### config.mk
export PLATFORM = sky130hd
export DESIGN_NAME = alu_stage_ctrl
export DESIGN_NICKNAME = d
export VERILOG_FILES = /design/src/rtl/alu_pkg.sv /design/src/rtl/alu_op_class.sv /design/src/rtl/alu_stage_ctrl.sv
export SDC_FILE = /design/constraint.sdc
export NUM_CORES = 1
export LEC_CHECK = 0
export CORE_MARGIN = 2
export CORE_UTILIZATION = 36
export DETAILED_ROUTE_END_ITERATION = 8
export GPL_ROUTABILITY_DRIVEN = 0
export PLACE_DENSITY = 0.84
export SYNTH_ARGS = -nofsm -noshare
export SYNTH_HDL_FRONTEND = slang
export SYNTH_HIERARCHICAL = 1
export SYNTH_SLANG_ARGS = --single-unit
### constraint.sdc
create_clock -name clk -period 5.1 [get_ports clk]
set_input_delay 1.02 -clock clk [delete_from_list [all_inputs] [get_ports clk]]
set_output_delay 1.02 -clock clk [all_outputs]
set_load 0.02 [all_outputs]
### src/rtl/alu_pkg.sv
// Shared definitions for the ALU staging stage: opcodes, opcode classes and FSM states.
package alu_pkg;

    localparam logic [4:0] OP_ADD   = 5'b00000;
    localparam logic [4:0] OP_SUB   = 5'b00001;
    localparam logic [4:0] OP_AND   = 5'b00010;
    localparam logic [4:0] OP_OR    = 5'b00011;
    localparam logic [4:0] OP_XOR   = 5'b00100;
    localparam logic [4:0] OP_NOR   = 5'b00101;
    localparam logic [4:0] OP_ANDN  = 5'b00110;
    localparam logic [4:0] OP_ROR   = 5'b00111;
    localparam logic [4:0] OP_ROL   = 5'b01000;
    localparam logic [4:0] OP_SHR   = 5'b01001;
    localparam logic [4:0] OP_SHRA  = 5'b01010;
    localparam logic [4:0] OP_SHL   = 5'b01011;
    localparam logic [4:0] OP_SLT   = 5'b01100;
    localparam logic [4:0] OP_SLTU  = 5'b01101;
    localparam logic [4:0] OP_PASSB = 5'b01110;
    localparam logic [4:0] OP_MUL   = 5'b01111;
    localparam logic [4:0] OP_DIV   = 5'b10000;

    typedef enum logic [1:0] {
        CLS_SINGLE,
        CLS_MULTI,
        CLS_ILLEGAL
    } op_class_e;

    typedef enum logic [1:0] {
        S_IDLE,
        S_ISSUE,
        S_WAIT,
        S_HOLD
    } state_e;

    // Rotates and shifts take their amount from operand B.
    function automatic logic is_shift_op(input logic [4:0] op);
        return (op >= OP_ROR) && (op <= OP_SHL);
    endfunction

endpackage

### src/rtl/alu_op_class.sv
// Combinational opcode -> class decoder (single-cycle, multi-cycle, illegal).
module alu_op_class
    import alu_pkg::*;
(
    input  logic [4:0] op_i,
    output op_class_e  cls_o
);

    always_comb begin
        cls_o = CLS_ILLEGAL;
        if (op_i == OP_MUL || op_i == OP_DIV) begin
            cls_o = CLS_MULTI;
        end else if (op_i < OP_MUL) begin
            cls_o = CLS_SINGLE;
        end
    end

endmodule

### src/rtl/alu_stage_ctrl.sv
// Operand staging / result capture around the ALU with a bounded wait for multi-cycle ops.
// Optional build macro ROT_AMOUNT_MASK_EN: reduce shift/rotate amounts modulo 32 before issue.
module alu_stage_ctrl
    import alu_pkg::*;
#(
    parameter int WIDTH    = 32,
    parameter int MAX_WAIT = 64
) (
    input  logic             clk,
    input  logic             clr,
    input  logic             in_valid,
    output logic             in_ready,
    input  logic [4:0]       op,
    input  logic [WIDTH-1:0] a_in,
    input  logic [WIDTH-1:0] b_in,
    output logic [WIDTH-1:0] alu_a,
    output logic [WIDTH-1:0] alu_b,
    output logic [4:0]       alu_op,
    output logic             alu_start,
    input  logic             alu_done,
    input  logic [WIDTH-1:0] alu_lo,
    input  logic [WIDTH-1:0] alu_hi,
    output logic             out_valid,
    input  logic             out_ready,
    output logic [WIDTH-1:0] z_lo,
    output logic [WIDTH-1:0] z_hi,
    output logic             err
);

    localparam int CNT_W = $clog2(MAX_WAIT + 1);
    localparam logic [CNT_W-1:0] CNT_LIMIT = CNT_W'(MAX_WAIT);

    state_e           state_q, state_d;
    logic [4:0]       op_q, op_d;
    logic [WIDTH-1:0] a_q, a_d;
    logic [WIDTH-1:0] b_q, b_d;
    logic [WIDTH-1:0] zlo_q, zlo_d;
    logic [WIDTH-1:0] zhi_q, zhi_d;
    logic             err_q, err_d;
    logic [CNT_W-1:0] cnt_q, cnt_d;
    logic [CNT_W-1:0] cnt_inc;
    logic [WIDTH-1:0] b_staged;
    op_class_e        cls;

    alu_op_class u_op_class (
        .op_i  (op_q),
        .cls_o (cls)
    );

`ifdef ROT_AMOUNT_MASK_EN
    assign b_staged = is_shift_op(op) ? {{(WIDTH-5){1'b0}}, b_in[4:0]} : b_in;
`else
    assign b_staged = b_in;
`endif

    assign cnt_inc = cnt_q + CNT_W'(1);

    always_comb begin
        state_d   = state_q;
        op_d      = op_q;
        a_d       = a_q;
        b_d       = b_q;
        zlo_d     = zlo_q;
        zhi_d     = zhi_q;
        err_d     = err_q;
        cnt_d     = cnt_q;
        in_ready  = 1'b0;
        alu_start = 1'b0;
        out_valid = 1'b0;

        case (state_q)
            S_IDLE: begin
                in_ready = 1'b1;
                if (in_valid) begin
                    op_d    = op;
                    a_d     = a_in;
                    b_d     = b_staged;
                    cnt_d   = '0;
                    err_d   = 1'b0;
                    state_d = S_ISSUE;
                end
            end

            S_ISSUE: begin
                case (cls)
                    CLS_SINGLE: begin
                        alu_start = 1'b1;
                        zlo_d     = alu_lo;
                        zhi_d     = alu_hi;
                        state_d   = S_HOLD;
                    end
                    CLS_MULTI: begin
                        alu_start = 1'b1;
                        if (alu_done) begin
                            zlo_d   = alu_lo;
                            zhi_d   = alu_hi;
                            state_d = S_HOLD;
                        end else begin
                            state_d = S_WAIT;
                        end
                    end
                    default: begin
                        zlo_d   = '0;
                        zhi_d   = '0;
                        err_d   = 1'b1;
                        state_d = S_HOLD;
                    end
                endcase
            end

            // Completion wins over timeout when both land on the same cycle.
            S_WAIT: begin
                if (alu_done) begin
                    zlo_d   = alu_lo;
                    zhi_d   = alu_hi;
                    state_d = S_HOLD;
                end else if (cnt_inc == CNT_LIMIT) begin
                    cnt_d   = cnt_inc;
                    zlo_d   = '0;
                    zhi_d   = '0;
                    err_d   = 1'b1;
                    state_d = S_HOLD;
                end else begin
                    cnt_d = cnt_inc;
                end
            end

            S_HOLD: begin
                out_valid = 1'b1;
                if (out_ready) begin
                    err_d   = 1'b0;
                    state_d = S_IDLE;
                end
            end

            default: begin
                state_d = S_IDLE;
            end
        endcase
    end

    always_ff @(posedge clk or posedge clr) begin
        if (clr) begin
            state_q <= S_IDLE;
            op_q    <= '0;
            a_q     <= '0;
            b_q     <= '0;
            zlo_q   <= '0;
            zhi_q   <= '0;
            err_q   <= 1'b0;
            cnt_q   <= '0;
        end else begin
            state_q <= state_d;
            op_q    <= op_d;
            a_q     <= a_d;
            b_q     <= b_d;
            zlo_q   <= zlo_d;
            zhi_q   <= zhi_d;
            err_q   <= err_d;
            cnt_q   <= cnt_d;
        end
    end

    assign alu_a  = a_q;
    assign alu_b  = b_q;
    assign alu_op = op_q;
    assign z_lo   = zlo_q;
    assign z_hi   = zhi_q;
    assign err    = err_q;

endmodule

==> results of run 1 <==
## power breakdown
group	switching [W]	internal [W]	total, W
Clock	0.000475	0.000932	0.00141
Combinational	0.00159	0.00164	0.00323
Sequential	0.000336	0.00170	0.00204
## kinds of logic (layout without fill, tap and decap cells)
family / count (synthesis) / after routing
DFF: 143 / 143
AOI/OAI and AO/OA: 86 / 86
muxes: 75 / 75
and+or+nand+nor: 43 / 43
buffers and inverters: 28 / 313
adders and majority gates: 5 / 5
## flip-flops by register name (all words and copies together), names as in the netlist
name and flops:
alu_a 32, alu_b 32, z_hi 32, z_lo 32, cnt_q 7, alu_op 5
state_q 2, err 1
## stage by stage
step           hold slack (ns)  area [µm²]  setup WS (ns)
2_1_floorplan            0.516        5540          0.242
3_3_place_gp             0.466        8450           1.82
3_5_place_dp             0.478        8450           1.71
4_1_cts                  0.491        9130           1.53
5_1_grt                  0.515        9130           1.42
6_report                 0.490        9130           1.53
## cell usage after synthesis (all sizes together)
master,count,share of area [%]
a22o,65,10
and2,1,0.11
or4,1,0.14
dfrtp,143,65
a31oi,3,0.34
o221ai,1,0.16
nand4b,1,0.16
mux2,71,14
nand2b,4,0.45
nand3,4,0.36
nor3,3,0.27
nand2,15,1.0
inv,4,0.27
clkbuf,6,0.41
nor2,9,0.61
nand4,1,0.11
a41oi,1,0.16
mux2i,4,0.72
nor2b,2,0.23
buf,18,1.5
or4b,1,0.18
o22a,1,0.16
nor3b,1,0.14
o21ai,8,0.79
a21oi,3,0.27
ha,5,1.1
a21o,1,0.14
a211o,1,0.16
a21boi,1,0.14
a2111oi,1,0.50
## metal layers
metal	GRT usage [%]	share of wire (%)	vias up
li1	-	-	1932
met1	20.7	40	2096
met2	32.4	53	176
met3	5.55	5.4	20
met4	6.27	1.7	0
met5	0	0	-
## layout make-up
cell class,count,share of cell area (%)
Sequential cell,143,39.2
Timing Repair Buffer,278,30.4
Multi-Input combinational cell,209,20.2
Clock buffer,18,4.81
Clock inverter,13,2.59
Tap cell,188,2.58
Inverter,4,0.219
## worst paths after layout
check / cells after the start / startpoint / end / slack [ns]
setup / recovery: 4 / alu_op[2] / alu_start / 1.53
hold / removal: 1 / err / err / 0.49
setup reg to reg: 5 / alu_op[2] / z_hi[29] / 2.22
hold reg to reg: 1 / err / err / 0.49
max in group asynchronous: 3 / clr / z_lo[30] / 3.02
min in group asynchronous: 2 / clr / z_hi[31] / 1.12
## worst register-to-register path, delay by kind of cell, from the launching register on
kind / cells / cell delay, ns
simple gates: 3 / 1.07
flops: 1 / 0.39
compound gates: 2 / 1.37
==> impl_metrics.tcl, run 1 <==
set metrics [dict create \
    status "finished clean" \
    synth_fp_nets 523 \
    ff_latch_area_um2 3580 \
    drt-total-wl_mm 14.9 \
    dr.pass1.iters 4 \
    fp-row-count 45 \
    clk_path_buf_depth 2 \
    path_clk_slew_ns 0.06 \
    die_w_um 128 \
    max_stage_delay_ns 0.69 \
    stdcell_count 853 \
    netlist_area_um2 5540 \
    first_global_vias 4519 \
    hpwl_mm 10.7 \
    yosysUniqueCellTypes 35 \
    insertedDiodeCount 0 \
    num_vias 4224 \
    crit_slowest_cell "clkdlybuf4s50_1" \
    io_pins 275 \
    final.setup.tns_ns 0 \
    maxCapViolations 0 \
    final_common_cell "clkdlybuf4s50_1" \
    critPathKind "flop to output port" \
    drive_above_1_share_pct 13.7 \
    min_period_ns 3.57 \
    hold_class "flop to flop" \
    vias_per_cell 4.95 \
    drv_slew 0 \
    setup_violations 0 \
    multi_input_area_um2 1850 \
    cts_resized 0 \
    relSlewSlack_pct 20.6 \
    crit_required_ns 4.08 \
    insertion_delay_ns 0.41 \
    cts.sinks 143 \
    rsz0062_at_grt "no" \
    ir_drop_mv 0.355 \
    drc_errors 0 \
    grt_pass1_wl_mm 22.9 \
    grt.total_usage_pct 18.2 \
    layout-area-overhead-vs-synth_pct 64.9 \
    layout_common_cells "clkdlybuf4s50_1, dfrtp_1, a22o_1" \
    nets 796 \
    synthAdderAreaFrac_pct 1.13 \
    ys_seq_area_share_pct 64.6 \
    synth.avg_cell_area_um2 14.6 \
    power.density_nw_per_um2 731 \
    synthXorXnorAreaFrac_pct 0 \
    antenna_found_initial 0 \
    grt_overflow_total 0 \
    final.period_utilization_pct 70.0 \
    fin_total_pwr_w 0.00667 \
    cts-root-buf "clkbuf_16" \
    place_inst 822 \
    drt-initial-drc-count 214 \
    path_delay_family "simple AND/OR/NAND/NOR gates" \
    synthMuxAreaShare_pct 15.2 \
    cts_buffers 17 \
    cts_htree_levels 4 \
    post-route-util_pct 60.5 \
    end_kind "output port" \
    fp.dieH_um 128 \
    max_slew.worst_pin.slew_ns 1.19 \
    hold_buffers 0 \
    worstPathCellList "or4_1 -> and2_1 -> nor2b_1 -> clkdlybuf4s50_1" \
    initial_utilization_pct 36.7 \
    hold_viol_final 0 \
    yosys.area_share.simple_pct 3.77 \
    ys_warn_count 6 \
    syn_inst 380 \
    fill_cells 1158 \
    core_um2 15100 \
    grt_max_degree 80 \
    synth_compound_area_share_pct 13.1 \
    synth_seq_cells 143 \
    critical_path_arrival_ns 2.55 \
    skew_ns 0.0138 \
    cp_max_fo 4 \
    postCtsSetupBuffers 0 \
    leakagePower_nw 3.91 \
    crit_path_start_kind "flop" \
    wire_per_inst_um 17.5 \
    cp_num_buf_inv 1 \
    ant_nets 0 \
    port_buffers 274 \
    synth_top_family_by_area "multiplexers" \
    cts_tree "done" \
    dieArea_um2 16400 \
    clock.fmax_mhz 280 \
]
Note: power is estimated with default switching activity, not from simulation.
==> run 2: changes to the inputs <==
--- a/config.mk
+++ b/config.mk
@@ -6,10 +6,10 @@
 export NUM_CORES = 1
 export LEC_CHECK = 0
 export CORE_MARGIN = 2
-export CORE_UTILIZATION = 36
+export CORE_UTILIZATION = 40
 export DETAILED_ROUTE_END_ITERATION = 8
 export GPL_ROUTABILITY_DRIVEN = 0
-export PLACE_DENSITY = 0.84
+export PLACE_DENSITY = 0.88
 export SYNTH_ARGS = -nofsm -noshare
 export SYNTH_HDL_FRONTEND = slang
 export SYNTH_HIERARCHICAL = 1
==> constraint.sdc (replaced) <==
create_clock -name clk -period 3.65 [get_ports clk]
set_input_delay 0.73 -clock clk [delete_from_list [all_inputs] [get_ports clk]]
set_output_delay 0.73 -clock clk [all_outputs]
set_load 0.02 [all_outputs]
==> run 2 against run 1 <==
First-iteration DRC count rose by 34%. Non-clock buffer count did not move. Clock power grew 15%. Clock skew down 0.0062 ns. Cell count down 1.4%. Worst hold slack improved by 0.0032 ns. Largest power group unchanged. Worst setup slack lost 1.1 ns.
==> impl_metrics.tcl, run 2 (synthesized netlist as in run 1, its figures left out) <==
set metrics [dict create \
    maxCapViolations 0 \
    cts_resized 0 \
    combPwrFrac_pct 50.5 \
    cts.sinks 143 \
    insertedDiodeCount 0 \
    cts_buffers 17 \
    final_common_cell "clkdlybuf4s50_1" \
    cts_htree_levels 4 \
    ant_nets 0 \
    wire_per_inst_um 18.1 \
    first_global_vias 4595 \
    min_period_ns 3.24 \
    netSwitchingPower_w 0.00334 \
    crit_slowest_cell "clkdlybuf4s50_1" \
    drv_slew 0 \
    place_inst 810 \
    ir_drop_mv 0.549 \
    end_kind "output port" \
    hpwl_mm 10.9 \
    drc_errors 0 \
    layout_common_cells "clkdlybuf4s50_1, dfrtp_1, a22o_1" \
    critPathKind "flop to output port" \
    leakagePower_nw 3.87 \
    max_stage_delay_ns 0.67 \
    postCtsSetupBuffers 0 \
    setup_violations 0 \
    drive_above_1_share_pct 13.1 \
    final.setup.tns_ns 0 \
    antenna_found_initial 0 \
    port_buffers 274 \
    crit_required_ns 2.92 \
    fp-row-count 42 \
    dr.pass1.iters 4 \
    cts-root-buf "clkbuf_16" \
    vias_per_cell 5.16 \
    grt_overflow_total 0 \
    hold_buffers 0 \
    final.period_utilization_pct 88.7 \
    insertion_delay_ns 0.41 \
    dieArea_um2 14800 \
    nets 796 \
    max_slew.worst_pin.slew_ns 0.720 \
    drt-initial-drc-count 287 \
    initial_utilization_pct 41.3 \
    relSlewSlack_pct 52.0 \
    io_pins 275 \
    cts_tree "done" \
    die_w_um 122 \
    num_vias 4340 \
    skew_ns 0.00761 \
    fp.dieH_um 122 \
    crit_path_start_kind "flop" \
    p_sw_share_pct 36.9 \
    grt_max_degree 142 \
    power_frac_clock_pct 17.9 \
    power.density_nw_per_um2 1000 \
    core_um2 13400 \
    layout-area-overhead-vs-synth_pct 63.1 \
    critical_path_arrival_ns 2.51 \
    status "finished clean" \
    fill_cells 950 \
    fin_total_pwr_w 0.00905 \
    stdcell_count 841 \
    grt.total_usage_pct 20.8 \
    post-route-util_pct 67.4 \
    path_clk_slew_ns 0.05 \
    hold_viol_final 0 \
    drt-total-wl_mm 15.3 \
    clk_path_buf_depth 2 \
    rsz0062_at_grt "no" \
    grt_pass1_wl_mm 23.3 \
    worstPathCellList "or4_1 -> and2_1 -> nor2b_1 -> clkdlybuf4s50_1" \
    clock.fmax_mhz 309 \
    hold_class "flop to flop" \
    cp_max_fo 4 \
    intPower_w 0.00571 \
    power_frac_seq_pct 31.6 \
]
## run 2: cell types whose count changed in the layout (fill, tap and decap cells not counted), sizes merged
cell and change:
clkbuf +7, clkinv -1, bufinv -5, clkinvlp +1, inv -2
## run 2: power groups by stage
stage               Clock, W  Sequential, W  Combinational, W
finish               0.00162        0.00286           0.00457
global route         0.00173        0.00294           0.00484
detailed placement         0        0.00285           0.00461
floorplan                  0        0.00370           0.00159
global placement           0        0.00281           0.00448
CTS                  0.00164        0.00286           0.00462
## run 2: final timing paths
path                              to  depth (start not counted)  slack [ns]  startpoint
setup / recovery           alu_start                          4        0.41   alu_op[2]
setup reg to reg            z_lo[23]                          6        1.04   alu_op[2]
hold reg to reg            alu_a[17]                          1        0.49   alu_a[17]
min in group asynchronous   z_hi[25]                          2        0.54         clr
hold / removal             alu_a[17]                          1        0.49   alu_a[17]
max in group asynchronous   cnt_q[2]                          3        2.21         clr
## run 2: critical path, delay by kind of cell, from the launching register on
family	cells	cell delay, ns
AND/OR/NAND/NOR	3	1.03
flip-flops	1	0.40
buffers and inverters	1	0.67
## run 2: layout make-up
type | instances | area, µm² | share of cell area [%]
clock buffer | 25 | 495 | 5.49
clock inverter | 6 | 57.6 | 0.638
inverter | 4 | 18.8 | 0.208
multi-input combinational | 209 | 1850 | 20.5
sequential | 143 | 3580 | 39.6
tap | 176 | 220 | 2.44
timing repair buffer | 278 | 2810 | 31.1
## run 2: layer usage
metal  routed length (µm)  global-route usage (%)  up-vias
li1                     -                       -     1939
met1                 5700                    23.0     2157
met2                 7980                    36.4      207
met3                 1090                    6.65       37
met4                  488                    9.99        0
met5                    0                       0        -
## run 2: through the flow
step / setup slack, ns / hold WS (ns) / instance area [µm²]
after global routing: 0.256 / 0.507 / 9030
final: 0.412 / 0.493 / 9030
after floorplan: 0.991 / 0.516 / 5540
after detailed placement: 0.827 / 0.483 / 8470
after global placement: 0.828 / 0.472 / 8470
after CTS: 0.386 / 0.496 / 9030
==> run 3: changes to the inputs <==
--- a/config.mk
+++ b/config.mk
@@ -7,8 +7,11 @@
 export LEC_CHECK = 0
 export CORE_MARGIN = 2
 export CORE_UTILIZATION = 40
+export CTS_CLUSTER_SIZE = 30
 export DETAILED_ROUTE_END_ITERATION = 8
 export GPL_ROUTABILITY_DRIVEN = 0
+export GPL_TIMING_DRIVEN = 0
+export HOLD_SLACK_MARGIN = 0.15
 export PLACE_DENSITY = 0.88
 export SYNTH_ARGS = -nofsm -noshare
 export SYNTH_HDL_FRONTEND = slang
==> run 3 against run 2 <==
Worst hold slack worse by 0.0059 ns. Die area unchanged. Flip-flop and latch count unchanged. Cell count up 2.7%. Largest power group unchanged. Critical path type unchanged. Total power up 2.7%. Sequential share of layout area down 0.64 points. Core utilization up 1.1 points.
==> impl_metrics.tcl, run 3 (synthesized netlist as in run 1, its figures left out) <==
set metrics [dict create \
    status "finished clean" \
    fill_cells 917 \
    antenna_found_initial 0 \
    first_global_vias 4749 \
    clock.fmax_mhz 305 \
    leakagePower_nw 3.93 \
    insertedDiodeCount 0 \
    max_stage_delay_ns 0.68 \
    crit_path_start_kind "flop" \
    power.density_nw_per_um2 1010 \
    clk_path_buf_depth 2 \
    cp_max_fo 4 \
    worstPathCellList "or4_1 -> and2_1 -> nor2b_1 -> clkdlybuf4s50_1" \
    grt.total_usage_pct 21.9 \
    drt-total-wl_mm 16.0 \
    crit_slowest_cell "clkdlybuf4s50_1" \
    rsz0062_at_grt "no" \
    crit_end "alu_start" \
    setup_violations 0 \
    relSlewSlack_pct 46.4 \
    ant_nets 0 \
    drv_slew 0 \
    hold_viol_final 0 \
    postCtsSetupBuffers 0 \
    nets 818 \
    hold_buffers 0 \
    dp_slack_ns 0.751 \
    final_area_um2 9180 \
    grt_overflow_total 0 \
    rr_worst_depth 7 \
    fin_total_pwr_w 0.00929 \
    fp-row-count 42 \
    die_w_um 122 \
    cts_htree_levels 4 \
    reg2reg_to "z_lo[14]" \
    cts_tree "done" \
    vias_per_cell 5.14 \
    layout_common_cells "clkdlybuf4s50_1, dfrtp_1, a22o_1" \
    cts.sinks 143 \
    port_buffers 273 \
    final.period_utilization_pct 89.8 \
    core_um2 13400 \
    grt_max_degree 45 \
    post-route-util_pct 68.5 \
    crit_required_ns 2.92 \
    maxCapViolations 0 \
    layout-area-overhead-vs-synth_pct 65.8 \
    max_slew.worst_pin.slew_ns 0.803 \
    final.setup.tns_ns 0 \
    layout_setup_ws_ns 0.373 \
    skew_ns 0.0114 \
    wire_per_inst_um 18.5 \
    rr_startpoint "alu_op[2]" \
    initial_utilization_pct 41.3 \
    cts_buffers 17 \
    hpwl_mm 11.8 \
    min_period_ns 3.28 \
    cts-root-buf "clkbuf_16" \
    insertion_delay_ns 0.42 \
    io_pins 275 \
    fp.dieH_um 122 \
    final_common_cell "clkdlybuf4s50_1" \
    postPlaceCellArea_um2 8550 \
    critical_path_arrival_ns 2.55 \
    drive_above_1_share_pct 13.8 \
    hold_class "flop to flop" \
    end_kind "output port" \
    drt-initial-drc-count 235 \
    critPathKind "flop to output port" \
    drc_errors 0 \
    ir_drop_mv 0.617 \
    dieArea_um2 14800 \
    cts_resized 0 \
    r2r_slack_ns 0.79 \
    startpoint "alu_op[2]" \
    dr.pass1.iters 4 \
    path_clk_slew_ns 0.06 \
    num_vias 4442 \
    grt_pass1_wl_mm 24.7 \
]
-- run 3: cell types whose count changed in the layout (fill, tap and decap cells not counted), moves of 3 or more --
cell and change:
buf_1 +10, clkinv_2 -3, buf_2 +7, clkinvlp_4 +3, clkbuf_8 -4, clkbuf_1 +4
bufinv_16 +3, clkinv_4 +4
-- run 3: worst max-delay path, delay by kind of cell, from the launching register on --
family        cells  cell delay (ns)
simple gates      3             1.05
buf+inv           1             0.68
flops             1             0.40
-- run 3: layer usage --
layer | global-route usage, % | share of wire [%] | vias up
li1 | - | - | 1989
met2 | 38.8 | 54 | 193
met1 | 25.1 | 38 | 2234
met5 | 0 | 0 | -
met4 | 9.12 | 2.3 | 0
met3 | 5.85 | 6.4 | 26
-- run 3: area by class of cell --
class	count	area, µm²	area share, %
Multi-Input combinational cell	209	1840	20.0
Sequential cell	143	3580	39.0
Tap cell	176	220	2.40
Buffer	24	106	1.16
Clock inverter	13	190	2.07
Timing Repair Buffer	276	2790	30.4
Clock buffer	19	433	4.72
Inverter	4	18.8	0.205
-- run 3: worst min-delay path by stage --
stage,startpoint,endpoint,slack [ns],depth (start not counted)
after detailed placement,z_hi[18],z_hi[18],0.48,1
after global placement,err,err,0.47,1
final,alu_a[12],alu_a[12],0.49,1
after CTS,alu_a[12],alu_a[12],0.49,1
after floorplan,cnt_q[1],cnt_q[1],0.52,2
after global routing,alu_a[17],alu_a[17],0.50,1
-- run 3: through the flow --
step	hold WS [ns]	std cells
2_1_floorplan	0.516	380
3_3_place_gp	0.470	829
3_5_place_dp	0.480	832
4_1_cts	0.494	864
5_1_grt	0.505	864
6_report	0.487	864
-- run 3: report_power, final --
group | internal, W | switching (W) | leakage [nW]
Clock | 0.00115 | 0.000663 | 0.289
Sequential | 0.00238 | 0.000482 | 1.74
Combinational | 0.00234 | 0.00229 | 1.90
Total | 0.00586 | 0.00343 | 3.93
